==> config.mk <==
export PLATFORM = sky130hd
export DESIGN_NAME = mem_stage
export DESIGN_NICKNAME = d
export VERILOG_FILES = /design/src/rtl/mem_pkg.sv /design/src/rtl/mem_load_ext.sv /design/src/rtl/mem_stage.sv
export SDC_FILE = /design/constraint.sdc
export NUM_CORES = 1
export LEC_CHECK = 0
export ABC_CLOCK_PERIOD_IN_PS = 4930
export CAP_MARGIN = 20
export CELL_PAD_IN_SITES_DETAIL_PLACEMENT = 2
export CELL_PAD_IN_SITES_GLOBAL_PLACEMENT = 2
export CORE_MARGIN = 4
export CORE_UTILIZATION = 20
export CTS_CLUSTER_DIAMETER = 30
export DETAILED_ROUTE_END_ITERATION = 7
export PLACE_DENSITY_LB_ADDON = 0.1
export SLEW_MARGIN = 20
export SYNTH_ARGS = -nofsm -noshare
export SYNTH_HDL_FRONTEND = slang
export SYNTH_SLANG_ARGS = --single-unit
export TNS_END_PERCENT = 1
==> constraint.sdc <==
create_clock -name clk -period 4.93 [get_ports clk]
set_clock_uncertainty 0.05 [all_clocks]
set_input_delay 0.986 -clock clk [delete_from_list [all_inputs] [get_ports clk]]
set_output_delay 0.986 -clock clk [all_outputs]
set_load 0.005 [all_outputs]
==> src/rtl/mem_pkg.sv <==
// Shared definitions for the MIPS32 memory-access stage: memop encodings,
// FSM state encoding and byte-enable constants.
package mem_pkg;

    typedef enum logic [3:0] {
        MEMOP_NOP = 4'd0,
        MEMOP_LB  = 4'd1,
        MEMOP_LBU = 4'd2,
        MEMOP_LH  = 4'd3,
        MEMOP_LHU = 4'd4,
        MEMOP_LW  = 4'd5,
        MEMOP_SB  = 4'd6,
        MEMOP_SH  = 4'd7,
        MEMOP_SW  = 4'd8
    } memop_e;

    typedef enum logic [1:0] {
        ST_IDLE = 2'd0,
        ST_BUSY = 2'd1,
        ST_DONE = 2'd2
    } state_e;

    // Big-endian lanes: bit 3 of the byte enable covers data bits 31:24.
    localparam logic [3:0] BE_NONE    = 4'b0000;
    localparam logic [3:0] BE_BYTE0   = 4'b1000;
    localparam logic [3:0] BE_HI_HALF = 4'b1100;
    localparam logic [3:0] BE_LO_HALF = 4'b0011;
    localparam logic [3:0] BE_WORD    = 4'b1111;

    function automatic logic is_load(input logic [3:0] op);
        return (op == MEMOP_LB)  || (op == MEMOP_LBU) || (op == MEMOP_LH) ||
               (op == MEMOP_LHU) || (op == MEMOP_LW);
    endfunction

    function automatic logic is_store(input logic [3:0] op);
        return (op == MEMOP_SB) || (op == MEMOP_SH) || (op == MEMOP_SW);
    endfunction

endpackage

==> src/rtl/mem_load_ext.sv <==
// Load-data lane selection and sign/zero extension for the memory stage.
module mem_load_ext
    import mem_pkg::*;
(
    input  logic [3:0]  memop_i,
    input  logic [1:0]  addr_lo_i,
    input  logic [31:0] rdata_i,
    output logic [31:0] result_o
);

    logic [7:0]  byte_lane;
    logic [15:0] half_lane;

    always_comb begin
        case (addr_lo_i)
            2'd0:    byte_lane = rdata_i[31:24];
            2'd1:    byte_lane = rdata_i[23:16];
            2'd2:    byte_lane = rdata_i[15:8];
            default: byte_lane = rdata_i[7:0];
        endcase

        half_lane = addr_lo_i[1] ? rdata_i[15:0] : rdata_i[31:16];

        case (memop_i)
            MEMOP_LB:  result_o = {{24{byte_lane[7]}}, byte_lane};
            MEMOP_LBU: result_o = {24'd0, byte_lane};
            MEMOP_LH:  result_o = {{16{half_lane[15]}}, half_lane};
            MEMOP_LHU: result_o = {16'd0, half_lane};
            default:   result_o = rdata_i;
        endcase
    end

endmodule

==> src/rtl/mem_stage.sv <==
// MIPS32 memory-access stage: single-outstanding req/ack data bus, load
// extension and write-back forwarding. Optional macro: MEM_ALIGN_EXC_EN.
module mem_stage
    import mem_pkg::*;
(
    input  logic        clk,
    input  logic        rst,
    input  logic        flush,
    input  logic [3:0]  memop_i,
    input  logic [31:0] mem_addr_i,
    input  logic [31:0] store_data_i,
    input  logic        wreg_i,
    input  logic [4:0]  waddr_i,
    input  logic [31:0] wdata_i,
    input  logic [1:0]  whilo_i,
    input  logic [31:0] hi_i,
    input  logic [31:0] lo_i,
    input  logic        cp0_we_i,
    input  logic [4:0]  cp0_addr_i,
    output logic        bus_req_o,
    output logic        bus_we_o,
    output logic [31:0] bus_addr_o,
    output logic [3:0]  bus_sel_o,
    output logic [31:0] bus_wdata_o,
    input  logic [31:0] bus_rdata_i,
    input  logic        bus_ack_i,
    output logic        stallreq_o,
    output logic        wreg_o,
    output logic [4:0]  waddr_o,
    output logic [31:0] wdata_o,
    output logic [1:0]  whilo_o,
    output logic [31:0] hi_o,
    output logic [31:0] lo_o,
    output logic        cp0_we_o,
    output logic [4:0]  cp0_addr_o
`ifdef MEM_ALIGN_EXC_EN
   ,output logic        exc_adel_o,
    output logic        exc_ades_o,
    output logic [31:0] bad_vaddr_o
`endif
);

    state_e      state_q, state_d;
    logic        abort_q, abort_d;
    logic        bus_we_q, bus_we_d;
    logic [31:0] bus_addr_q, bus_addr_d;
    logic [3:0]  bus_sel_q, bus_sel_d;
    logic [31:0] bus_wdata_q, bus_wdata_d;
    logic [31:0] rdata_q, rdata_d;
    logic [3:0]  op_q, op_d;
    logic [1:0]  addr_lo_q, addr_lo_d;

    logic        op_load, op_store, accept, kill, in_idle, in_busy, in_done;
    logic [1:0]  addr_lo_eff;
    logic [3:0]  sel_req;
    logic [31:0] wdata_req;
    logic [31:0] load_result;
`ifdef MEM_ALIGN_EXC_EN
    logic        misaligned;
`endif

    mem_load_ext u_load_ext (
        .memop_i   (op_q),
        .addr_lo_i (addr_lo_q),
        .rdata_i   (rdata_q),
        .result_o  (load_result)
    );

    // Request decode: effective low address bits, lane enables, store data.
    always_comb begin
        op_load     = is_load(memop_i);
        op_store    = is_store(memop_i);
        in_idle     = (state_q == ST_IDLE);
        in_busy     = (state_q == ST_BUSY);
        in_done     = (state_q == ST_DONE);
        addr_lo_eff = mem_addr_i[1:0];
        sel_req     = BE_NONE;
        wdata_req   = store_data_i;
`ifdef MEM_ALIGN_EXC_EN
        misaligned  = 1'b0;
`endif
        case (memop_i)
            MEMOP_LB, MEMOP_LBU, MEMOP_SB: begin
                sel_req   = BE_BYTE0 >> addr_lo_eff;
                wdata_req = {4{store_data_i[7:0]}};
            end
            MEMOP_LH, MEMOP_LHU, MEMOP_SH: begin
`ifdef MEM_ALIGN_EXC_EN
                misaligned = mem_addr_i[0];
`endif
                addr_lo_eff = {mem_addr_i[1], 1'b0};
                sel_req     = mem_addr_i[1] ? BE_LO_HALF : BE_HI_HALF;
                wdata_req   = {2{store_data_i[15:0]}};
            end
            MEMOP_LW, MEMOP_SW: begin
`ifdef MEM_ALIGN_EXC_EN
                misaligned = |mem_addr_i[1:0];
`endif
                addr_lo_eff = 2'b00;
                sel_req     = BE_WORD;
            end
            default: ;
        endcase

`ifdef MEM_ALIGN_EXC_EN
        accept = in_idle & (op_load | op_store) & ~flush & ~misaligned;
`else
        accept = in_idle & (op_load | op_store) & ~flush;
`endif
    end

    always_ff @(posedge clk) begin
        if (rst) begin
            state_q     <= ST_IDLE;
            abort_q     <= 1'b0;
            bus_we_q    <= 1'b0;
            bus_addr_q  <= 32'd0;
            bus_sel_q   <= BE_NONE;
            bus_wdata_q <= 32'd0;
            rdata_q     <= 32'd0;
            op_q        <= MEMOP_NOP;
            addr_lo_q   <= 2'b00;
        end else begin
            state_q     <= state_d;
            abort_q     <= abort_d;
            bus_we_q    <= bus_we_d;
            bus_addr_q  <= bus_addr_d;
            bus_sel_q   <= bus_sel_d;
            bus_wdata_q <= bus_wdata_d;
            rdata_q     <= rdata_d;
            op_q        <= op_d;
            addr_lo_q   <= addr_lo_d;
        end
    end

    always_comb begin
        state_d     = state_q;
        abort_d     = abort_q;
        bus_we_d    = bus_we_q;
        bus_addr_d  = bus_addr_q;
        bus_sel_d   = bus_sel_q;
        bus_wdata_d = bus_wdata_q;
        rdata_d     = rdata_q;
        op_d        = op_q;
        addr_lo_d   = addr_lo_q;
        case (state_q)
            ST_IDLE: begin
                if (accept) begin
                    state_d     = ST_BUSY;
                    abort_d     = 1'b0;
                    bus_we_d    = op_store;
                    bus_addr_d  = {mem_addr_i[31:2], 2'b00};
                    bus_sel_d   = sel_req;
                    bus_wdata_d = wdata_req;
                    op_d        = memop_i;
                    addr_lo_d   = addr_lo_eff;
                end
            end
            ST_BUSY: begin
                // A flush cannot cut the handshake short; it only marks the
                // access so its data is dropped once the ack arrives.
                if (flush)
                    abort_d = 1'b1;
                if (bus_ack_i) begin
                    abort_d = 1'b0;
                    if (abort_q | flush) begin
                        state_d = ST_IDLE;
                    end else begin
                        state_d = ST_DONE;
                        rdata_d = bus_rdata_i;
                    end
                end
            end
            default: state_d = ST_IDLE;
        endcase
    end

    always_comb begin
        kill        = flush | abort_q;
        bus_req_o   = in_busy;
        bus_we_o    = bus_we_q;
        bus_addr_o  = bus_addr_q;
        bus_sel_o   = bus_sel_q;
        bus_wdata_o = bus_wdata_q;
        stallreq_o  = accept | in_busy;

        waddr_o    = waddr_i;
        hi_o       = hi_i;
        lo_o       = lo_i;
        cp0_addr_o = cp0_addr_i;
        wdata_o    = (in_done & is_load(op_q)) ? load_result : wdata_i;

        // Loads only reach MEM_WB in the cycle their data is ready.
        wreg_o   = (op_load & ~in_done) ? 1'b0 : wreg_i;
        whilo_o  = whilo_i;
        cp0_we_o = cp0_we_i;
        if (kill) begin
            wreg_o   = 1'b0;
            whilo_o  = 2'b00;
            cp0_we_o = 1'b0;
        end

`ifdef MEM_ALIGN_EXC_EN
        exc_adel_o  = in_idle & op_load & misaligned & ~flush;
        exc_ades_o  = in_idle & op_store & misaligned & ~flush;
        bad_vaddr_o = mem_addr_i;
`endif
    end

endmodule
==> results of run 1 <==
stage by stage:
step	area [um2]	hold slack [ns]	setup WS, ns	power, mW
3_3_place_gp	8080	0.392	1.00	1.45
5_1_grt	8360	0.432	0.574	2.27
4_1_cts	8360	0.412	0.743	2.20
3_5_place_dp	8080	0.399	0.960	1.45
6_report	8360	0.407	0.783	2.15
2_1_floorplan	5950	0.396	1.87	1.21
registers in the layout, indices dropped and copies added (netlist names):
signal       flops
abort_q          1
addr_lo_q        2
bus_addr_o      30
bus_sel_o        4
bus_wdata_o     32
bus_we_o         1
op_q             4
rdata_q         32
state_q          2
worst min-delay path, delay by kind of cell, from the launching register on:
kind | cells | cell delay (ns)
flops | 1 | 0.31
compound gates | 1 | 0.05
simple gates | 1 | 0.05
cell type report:
cell class                 instances  share of cell area
inverter                           6             0.00269
clock buffer                      12              0.0295
tap                              384              0.0575
sequential                       108               0.259
clock inverter                     4             0.00389
timing repair buffer             255               0.303
multi-input combinational        532               0.345
placed cells by master, fill, tap and decap left out, drive strengths merged, types with 3 or more instances in the layout:
master and n:
nor2b 4, o21ai 14, and2 3, mux2 7, nand2 196, nand2b 5
clkdlybuf4s50 243, nor3 21, inv 7, buf 12, a22oi 8, a311oi 9
a21o 3, mux4 8, o31ai 9, nor2 60, a2111oi 3, mux2i 8
a21oi 118, a211oi 25, dfxtp 108, clkbuf 12, o31a 3
power breakdown:
| part | leakage [nW] | internal (mW) | switching, mW | total (mW) |
|---|---|---|---|---|
| clock network | 0.129 | 0.362 | 0.361 | 0.723 |
| registers | 0.881 | 0.916 | 0.0336 | 0.950 |
| logic | 1.84 | 0.262 | 0.213 | 0.475 |
| total | 2.85 | 1.54 | 0.608 | 2.15 |
cell families after synthesis:
| kind of cell | Yosys count | synth area share |
|---|---|---|
| xor+xnor | 2 | 0.00295 |
| buf+inv | 138 | 0.153 |
| compound gates | 203 | 0.213 |
| flops | 108 | 0.364 |
| other cells | 1 | 0.000631 |
| simple gates | 302 | 0.209 |
| mux | 23 | 0.0570 |
worst paths after layout:
| check | start | end | slack [ns] |
|---|---|---|---|
| setup / recovery | op_q[2] | wdata_o[11] | 0.78 |
| hold / removal | bus_addr_o[8] | bus_addr_o[8] | 0.41 |
| setup reg to reg | state_q[0] | bus_wdata_o[14] | 2.81 |
| hold reg to reg | bus_addr_o[8] | bus_addr_o[8] | 0.41 |
routing by layer:
| metal | vias to the layer above | wire length (um) | GRT usage |
|---|---|---|---|
| li1 | 2842 | - | - |
| met1 | 2766 | 11700 | 0.196 |
| met2 | 191 | 10900 | 0.225 |
| met3 | 25 | 2090 | 0.0608 |
| met4 | 4 | 192 | 0.0278 |
| met5 | - | 34 | 0 |
==> summary by stage, run 1 <==
STA
The number of endpoints failing setup at the final stage is 0. For the pin with the worst max-slew slack, the measured transition is 0.982 ns. Setup repair after global routing left no endpoint under its margin.

The final critical delay including setup and external delays is 4.15 ns. The final max-slew violation count is 0. The number of failing hold endpoints at the final stage is 0.

The ratio of final minimum period to clock period is 0.841. The worst pin sits at a relative slew slack of 0.346. The final sum of negative setup slack is 0 ns. For this run, the top clock speed supported by timing is 241 MHz.

Critical path
On the worst path, the slowest cell contributes a delay of 0.76 ns. STA classifies the critical path endpoint as an output pin. The worst path buffer plus inverter count is 2. The worst endpoint required time is 3.89 ns. The slowest stage of the critical path is the sky130_fd_sc_hd__dfxtp_1 cell. The logic depth of the worst path, buffers included is 6. Walking the worst path, the cells encountered are nor3_1 > a2111oi_4 > buf_4 > o31a_1 > a211oi_1 > clkdlybuf4s50_1.

The gate family responsible for the most delay along the worst path is compound AO/OA/AOI/OAI gates. STA classifies the critical path startpoint as a flip-flop. Data on the critical path arrives at its endpoint at 3.11 ns. Counting cells, the worst reg-to-reg path comes to 6. In this run the worst path has a maximum fanout of 33. The type of the worst setup path is flip-flop to output pin.

Place
The congestion estimate from routability-driven global placement came to 0.759. The number of buffers added on ports is 244. The number of placed instances, taps included, is 1285. The HPWL after detailed placement is 18300 um.

Layout
The finished layout holds 1301 standard cells, fillers aside. The multi-input gate area in the final layout is 2880 um2. The antenna cell count is 0.

Measured on the finished design, the core utilization comes to 0.288. In the final layout, the share of cells above drive strength 1 is 0.0589. The area growth from synthesis to final layout is 40.7%. Counting the fill cells in the layout gives 3381. The sequential cells in the finished layout cover a total of 2160 um2. The net count of the finished layout is 1126.

CTS
The clock-pin transition on the worst setup and hold timing paths is 0.08 ns. After clock tree synthesis, the setup repair step added 0 buffers. Gates resized during post-CTS repair numbered 0. The clock tree from TritonCTS is built. The count of H-tree levels built during CTS is 3. CTS saw 108 sinks. The later pin in the worst-skew pair is clocked with a latency of 0.34 ns.

The root buffer selected by CTS is sky130_fd_sc_hd__clkbuf_16. The TritonCTS buffer count is 9. Hold repair after CTS inserted 0 buffers. The maximum clock path buffer count is 2.

Die
The I/O pin count is 395. Measured along the x axis, the die boundary spans 180 um. The starting utilization of the core area is 0.205. The number of core rows is 62. The die area is 32500 um2. The vertical die dimension is 180 um.

The total area inside the core boundary comes to 29000 um2.

Synth
By area the synthesized netlist is led by sky130_fd_sc_hd__dfxtp_1, sky130_fd_sc_hd__nand2_1, sky130_fd_sc_hd__buf_4. Among all flip-flop cells after synthesis, the most frequent one is sky130_fd_sc_hd__dfxtp_1. The biggest area consumer among synthesized cells is sky130_fd_sc_hd__dfxtp_1. The area of the mapped netlist is 5940 um2. The post-synthesis cell type count is 52. Yosys mapped a number of flops with a built-in enable equal to 0. During synthesis, Yosys emitted a total of 0 warnings. The commonest cells after synthesis are sky130_fd_sc_hd__nand2_1, sky130_fd_sc_hd__a21oi_1, sky130_fd_sc_hd__dfxtp_1. A synthesized cell averages 7.65 um2. The synthesized instance count is 777. Among all cell types in the netlist, the one instantiated most often is sky130_fd_sc_hd__nand2_1. The register bit total from synthesis is 108. In the synthesized netlist the async set-or-reset flop fraction comes to 0. The share of the Yosys chip area taken by registers is 0.364. The share of Yosys cell area claimed by the top area cell type is 0.364.

Status
The flow ran to the end, and the final reports show no timing, DRC or antenna violations.

Drt
The number of iterations in the first detailed-routing pass is 4. The routed layout has 5828 vias. After the first detailed-routing iteration, the DRC count stood at 175. In the routed design, unresolved DRC markers number 0. The count of antenna-violating nets left after detailed routing is 0.

For this block, the routed nets add up to 24900 um of wire. After detailed routing, the number of vias per cell comes to 4.48. After detailed routing, the average wire length per cell comes to 19.1 um.

Min path
The path class of the tightest hold or removal check is flip-flop to flip-flop. The number of cells on the worst hold path is 2.

Global routing
The initial antenna violation count was 2. The first global-routing pass estimated 38100 um of wire. Summed over all layers, the global routing overflow is 0. The maximum number of pins on one net before global-route repair is 81. In the global route stage, overall resource usage came out at 0.147. The number of global-route vias before repair is 6150.

Power and ir drop
The leakage power is 2.85 nW. The worst-case IR drop observed on VDD is 0.000122 V. In this run the power density over the cells is 257 nW/um2.

Job
The reported max-cap violation count is 0.
(Power assumes the default switching activity.)
==> inputs of run 2 (changes only) <==
--- a/config.mk
+++ b/config.mk
@@ -5,12 +5,12 @@
 export SDC_FILE = /design/constraint.sdc
 export NUM_CORES = 1
 export LEC_CHECK = 0
-export ABC_CLOCK_PERIOD_IN_PS = 4930
+export ABC_CLOCK_PERIOD_IN_PS = 3400
 export CAP_MARGIN = 20
 export CELL_PAD_IN_SITES_DETAIL_PLACEMENT = 2
 export CELL_PAD_IN_SITES_GLOBAL_PLACEMENT = 2
 export CORE_MARGIN = 4
-export CORE_UTILIZATION = 20
+export CORE_UTILIZATION = 16
 export CTS_CLUSTER_DIAMETER = 30
 export DETAILED_ROUTE_END_ITERATION = 7
 export PLACE_DENSITY_LB_ADDON = 0.1
==> constraint.sdc (replaced) <==
create_clock -name clk -period 3.4 [get_ports clk]
set_clock_uncertainty 0.05 [all_clocks]
set_input_delay 0.68 -clock clk [delete_from_list [all_inputs] [get_ports clk]]
set_output_delay 0.68 -clock clk [all_outputs]
set_load 0.005 [all_outputs]
==> summary by stage, run 2 (same netlist as run 1, synthesis figures left out) <==
Status
The flow ran to the end, and the final reports show no timing, DRC or antenna violations.

Drt
The via count of the routed design is 5984. Dividing the detail-routed wire length by the instance count gives 19.8 um. The detail route stage leaves a number of antenna-violating nets equal to 0. For this run, design rule violations remaining after detail routing come to 0. The first TritonRoute pass finished after 4 iterations. The final layout contains routed wiring with a total length of 27700 um.

The DRC violation total after the first TritonRoute iteration is 174. After detailed routing, the number of vias per cell comes to 4.27.

Place
The post-DP HPWL is 20800 um. At the end of routability-driven placement, the weighted congestion stood at 0.730. The pre-CTS setup slack is 0.164 ns. The number of buffers added on ports is 244.

Critical path
The signal arrival time at the worst endpoint is 2.57 ns. The count of cells along the worst register-to-register path is 6. The kind of end point of the critical path is an output pin. The logic depth of the worst path, buffers included is 6. Along the worst path, the maximum fanout reaches 10. The worst setup path is of the flip-flop to output pin kind. The worst setup path is launched from a flip-flop. Together, buffers and inverters on the worst path number 2. For this design, the slowest cell found on the critical path is sky130_fd_sc_hd__clkdlybuf4s50_1.

Walking the worst path, the cells encountered are nand2b_1 > a2111oi_0 > o31a_1 > buf_12 > a211oi_1 > clkdlybuf4s50_1. STA puts the critical path data required time at 2.67 ns. The largest single stage delay on the critical path is 0.56 ns.

The gate family responsible for the most delay along the worst path is compound AO/OA/AOI/OAI gates.

Layout
In the layout the commonest cells are sky130_fd_sc_hd__clkdlybuf4s50_1, sky130_fd_sc_hd__nand2_1, sky130_fd_sc_hd__a21oi_1, sky130_fd_sc_hd__dfxtp_1, sky130_fd_sc_hd__nor2_1. Of the cells placed in the final design, the portion with a size suffix greater than 1 is 0.0804. The net count of the finished layout is 1143. The most common cell after layout, fill and taps aside is sky130_fd_sc_hd__clkdlybuf4s50_1. Compared with the post-synthesis result, the final layout area differs by 46.9%.

Die
The die is 201 um tall. The die covers 40300 um2. The total area inside the core boundary comes to 36600 um2. The starting utilization of the core area is 0.162. Pin placement for this block handled 395 I/O pins. The number of core rows is 70.

The horizontal die dimension is 201 um.

Global routing
The first global-routing pass estimated 41900 um of wire. Entering global routing, the biggest net connects 65 pins. The initial antenna violation count is 8. For this run, the total global-route usage over all layers was measured as 0.133.

The number of global-route vias before repair is 6437. After global routing the overflow that remains totals 0.

STA
The worst path in the final design needs a cycle of 3.30 ns, including I/O delays and setup. Setup violations remaining at the end of the flow were counted as 0. The worst path meets setup with 0.104 ns of slack. The number of failing hold endpoints at the final stage came to 0. The transition time at the pin with the least slew margin is 0.933 ns. Hold is met by 0.409 ns. The final max-slew violation count was 0. Headroom to the max-slew limit came out at 0.378. The maximum clock frequency is 303 MHz. Setup repair after global routing could not meet its margin everywhere.

Dividing the final minimum period by the clock period gives 0.969.

CTS
The TritonCTS buffer count is 9. The clock tree from TritonCTS is built. The clock passes through at most 2 buffers. For the worst-skew pair, the clock arrives at the later sink with an insertion delay of 0.36 ns. CTS built an H-tree with a depth of 3.

The number of hold buffers added after CTS was 0. The clock-pin transition on the worst setup and hold timing paths is 0.07 ns. The tree built by TritonCTS fans out to 108 sinks.

The root buffer cell chosen for the clock tree is sky130_fd_sc_hd__clkbuf_16.

Power and ir drop
The power density relative to cell area is 383 nW/um2. The completed layout was analyzed and its total power is 3.34 mW. IR analysis of the VDD net gives a maximum drop of 0.000202 V. The leakage power is 2.98 nW.

Min path
Along the worst hold path, the cell count comes to 2. The class of the tightest hold or removal check is flip-flop to flip-flop.

Job
The reported max-cap violation count is 0.
-- run 2: worst paths after layout --
path | startpoint | end | slack (ns)
hold reg to reg | bus_addr_o[25] | bus_addr_o[25] | 0.41
hold / removal | bus_addr_o[25] | bus_addr_o[25] | 0.41
setup reg to reg | state_q[0] | bus_wdata_o[13] | 1.22
setup / recovery | op_q[2] | wdata_o[14] | 0.10
-- run 2: worst min-delay path: cells and delay by family, from the launching register on --
kind,cells,cell delay (ns)
AO/OA/AOI/OAI,1,0.05
flip-flops,1,0.31
AND/OR/NAND/NOR,1,0.05
-- run 2: final cells by class --
| class | instances | area (um2) |
|---|---|---|
| multi-input cells | 532 | 2900 |
| flip-flops and latches | 108 | 2170 |
| diodes | 2 | 5.00 |
| fillers | 4216 | 27900 |
| well taps | 468 | 586 |
| clock inverters | 4 | 97.6 |
| inverters | 6 | 22.5 |
| clock buffers | 11 | 243 |
| repair buffers | 272 | 2710 |
-- run 2: per-layer routing --
| metal | GRT usage | part of all wire | vias up |
|---|---|---|---|
| met5 | 0.00595 | 0.0025 | - |
| met3 | 0.0664 | 0.10 | 32 |
| met1 | 0.171 | 0.45 | 2843 |
| li1 | - | - | 2877 |
| met2 | 0.201 | 0.43 | 220 |
| met4 | 0.0283 | 0.0093 | 12 |
-- run 2: stage by stage --
stage               instance area (um2)  cells   util  setup TNS (ns)
finish                             8730   1403  0.239               0
global route                       8730   1401  0.238         -0.0509
CTS                                8680   1399  0.237               0
global placement                   8310   1383  0.227               0
detailed placement                 8310   1383  0.227               0
floorplan                          5950    778      -               0
-- run 2: power by group --
part           leakage (nW)  switching (mW)  internal [mW]
Combinational          1.94           0.323          0.395
Clock                 0.162           0.508          0.738
Sequential            0.883          0.0502           1.33
Total                  2.98           0.881           2.46
-- run 2: what timing repair did --
action,CTS,global route
buffers inserted,1,1
pin swaps,0,3
endpoints found under the setup margin,16,25
hold endpoints to repair,0,0
gates cloned,0,1
gates resized for setup,5,4
==> inputs of run 3 (changes only) <==
--- a/config.mk
+++ b/config.mk
@@ -5,13 +5,14 @@
 export SDC_FILE = /design/constraint.sdc
 export NUM_CORES = 1
 export LEC_CHECK = 0
-export ABC_CLOCK_PERIOD_IN_PS = 3400
+export ABC_CLOCK_PERIOD_IN_PS = 2700
 export CAP_MARGIN = 20
 export CELL_PAD_IN_SITES_DETAIL_PLACEMENT = 2
 export CELL_PAD_IN_SITES_GLOBAL_PLACEMENT = 2
 export CORE_MARGIN = 4
 export CORE_UTILIZATION = 16
 export CTS_CLUSTER_DIAMETER = 30
+export CTS_CLUSTER_SIZE = 30
 export DETAILED_ROUTE_END_ITERATION = 7
 export PLACE_DENSITY_LB_ADDON = 0.1
 export SLEW_MARGIN = 20
==> constraint.sdc (replaced) <==
create_clock -name clk -period 2.7 [get_ports clk]
set_clock_uncertainty 0.05 [all_clocks]
set_input_delay 0.54 -clock clk [delete_from_list [all_inputs] [get_ports clk]]
set_output_delay 0.54 -clock clk [all_outputs]
set_load 0.005 [all_outputs]
==> summary by stage, run 3 (same netlist as run 1, synthesis figures left out) <==
Job
Max-cap violations in this run came to 0.

Status
The checks that failed: setup timing. The flow ran to the end, but the final reports show violations.

CTS
The source-to-sink clock delay at the later pin of the worst-skew pair is 0.37 ns. In this run, CTS created clock tree buffers numbering 9. The clock-pin transition on the worst setup and hold timing paths is 0.08 ns. The total of hold buffers inserted after clock tree synthesis is 0. The maximum clock path buffer count is 2. The count of H-tree levels built during CTS is 3. The root buffer selected by CTS is sky130_fd_sc_hd__clkbuf_16. The clock tree from TritonCTS is built. Clock tree synthesis found a total of 108 sinks.

Layout
The fraction of final layout cells sized beyond drive strength 1 is 0.205. The count of cells in the finished layout, fillers not included, comes to 1464. The net count of the finished layout is 1203. Measured on the finished design, the core utilization comes to 0.255. The library cell used most frequently in the layout, excluding fill and tap cells, is sky130_fd_sc_hd__clkdlybuf4s50_1. Compared with the post-synthesis result, the final layout area differs by 57.3%. Leaving out fill and tap cells, the most frequent cells in the layout are sky130_fd_sc_hd__clkdlybuf4s50_1, sky130_fd_sc_hd__nand2_1, sky130_fd_sc_hd__a21oi_1, sky130_fd_sc_hd__dfxtp_1, sky130_fd_sc_hd__buf_4.

Power and ir drop
In this run the power density over the cells is 440 nW/um2. The relative contribution of combinational cells to total power is 0.247. The leakage power is 3.39 nW.

The fraction of power spent switching nets is 0.284. VDD sags by at most 0.000280 V. In this run the power spent charging and discharging nets is 1.17 mW. The portion of total power attributed to sequential cells is 0.419. Internal power comes to 2.95 mW. The share of total power dissipated in the clock network is 0.333.

STA
The maximum clock frequency is 368 MHz. The number of failing hold endpoints at the final stage is 0. The ratio of final minimum period to clock period is 1.01. The worst path in the final design needs a cycle of 2.72 ns, including I/O delays and setup.

The final max-slew violation count came to 0. The worst hold margin is 0.407 ns. Setup violations remaining at the end of the flow were counted as 2. The worst pin sits at a relative slew slack of 0.552. Across all setup checks in the final design, the least slack found is -0.0209 ns. The transition time at the pin with the least slew margin is 0.672 ns. Setup repair after global routing could not meet its margin everywhere.

Drt
After the first detailed-routing iteration, the DRC count stood at 161. The via count of the routed design is 6251. The mean routed wirelength per cell is 19.7 um. Before antenna repair, the detailed router went through 4 iterations. The number of DRC violations after detailed routing is 0. The via-per-instance ratio is 4.27.

Summed over all layers, the routed wires come to 28800 um. The count of antenna-violating nets left after detailed routing is 0.

Place
The number of buffers added on ports is 244. The congestion estimate from routability-driven global placement came to 0.731. In this run, placement finished with an instance count of 1430. After legalization and detailed placement, the total HPWL measured 21100 um.

Global routing
The aggregate global routing overflow is 0. The wire length of the first global-routing pass is 44200 um. In the global route stage, overall resource usage came out at 0.140. Entering global routing, the biggest net connects 109 pins. The initial antenna violation count is 3.

The number of global-route vias before repair is 6931.

Critical path
STA classifies the critical path startpoint as a primary input. The kind of end point of the critical path is an output pin. The worst endpoint required time is 2.11 ns.

At the worst endpoint, the arrival time is 2.13 ns. Of all nets on the critical path, the largest fanout is 5. The worst setup path is of the primary input to output pin kind.

Die
The vertical die dimension is 201 um. The die is 201 um wide. The core region is 36600 um2. After floorplanning, the core was divided into 70 placement rows. For this configuration, the core starts out at a cell density of 0.162. During I/O placement, the number of pins put on the boundary was 395.

The die covers 40300 um2.

Min path
The class of the tightest hold or removal check is flip-flop to flip-flop.
## run 3: changes by cell type in the layout (fill, tap and decap cells not counted), sizes merged
cell,change
bufinv,-2
buf,+93
clkbuf,-2
clkinv,+5
clkdlybuf4s50,-34
clkinvlp,-1
dlygate4sd2,+2
## run 3: repair_timing
item / 4_1_cts / 5_1_grt
gates cloned: 1 / 0
setup endpoints to repair: 34 / 32
pin swaps: 18 / 10
resized for setup: 182 / 17
buffers inserted: 16 / 1
## run 3: through the flow
step	worst slack, ns	setup TNS (ns)	cell area, um2	total power, mW
5_1_grt	-0.135	-2.28	9350	4.37
6_report	-0.0209	-0.0214	9350	4.11
3_5_place_dp	-0.222	-5.12	8810	2.78
4_1_cts	-0.0814	-0.870	9290	4.23
3_3_place_gp	-0.245	-1.76	8810	2.78
2_1_floorplan	0.489	0	5950	2.22
## run 3: final timing paths
path | from | to | slack [ns] | cells after the start
min | bus_wdata_o[3] | bus_wdata_o[3] | 0.41 | 2
max reg2reg | state_q[1] | bus_wdata_o[12] | 0.70 | 8
min reg2reg | bus_wdata_o[3] | bus_wdata_o[3] | 0.41 | 2
max | memop_i[2] | wreg_o | -0.02 | 6
## run 3: critical path: stages
cell and delay [ns]:
sky130_fd_sc_hd__clkdlybuf4s50_1 0.52, sky130_fd_sc_hd__buf_4 0.20, sky130_fd_sc_hd__nand2_1 0.06, sky130_fd_sc_hd__nand2_1 0.06, sky130_fd_sc_hd__o311a_1 0.28, sky130_fd_sc_hd__clkdlybuf4s50_1 0.47
## run 3: per-layer routing
metal,part of all wire,global-route usage,wire length (um),up-vias
met5,0.00076,0.00595,22,-
met4,0.012,0.0379,348,4
met3,0.090,0.0614,2580,27
met2,0.45,0.217,12800,215
met1,0.45,0.178,13000,3005
li1,-,-,-,3000
## run 3: final cells by class
type	instances	area, um2
diodes	2	5.00
clock buffers	10	229
clock inverters	6	55.1
fillers	4193	27300
inverters	6	22.5
multi-input cells	532	3080
flip-flops and latches	108	2180
well taps	468	586
repair buffers	332	3190
## run 3: power groups by stage
stage	clock (mW)	sequential (mW)	combinational (mW)
floorplan	0	1.76	0.460
global placement	0	1.76	1.01
detailed placement	0	1.76	1.02
CTS	1.48	1.73	1.03
global route	1.51	1.74	1.12
finish	1.37	1.72	1.02
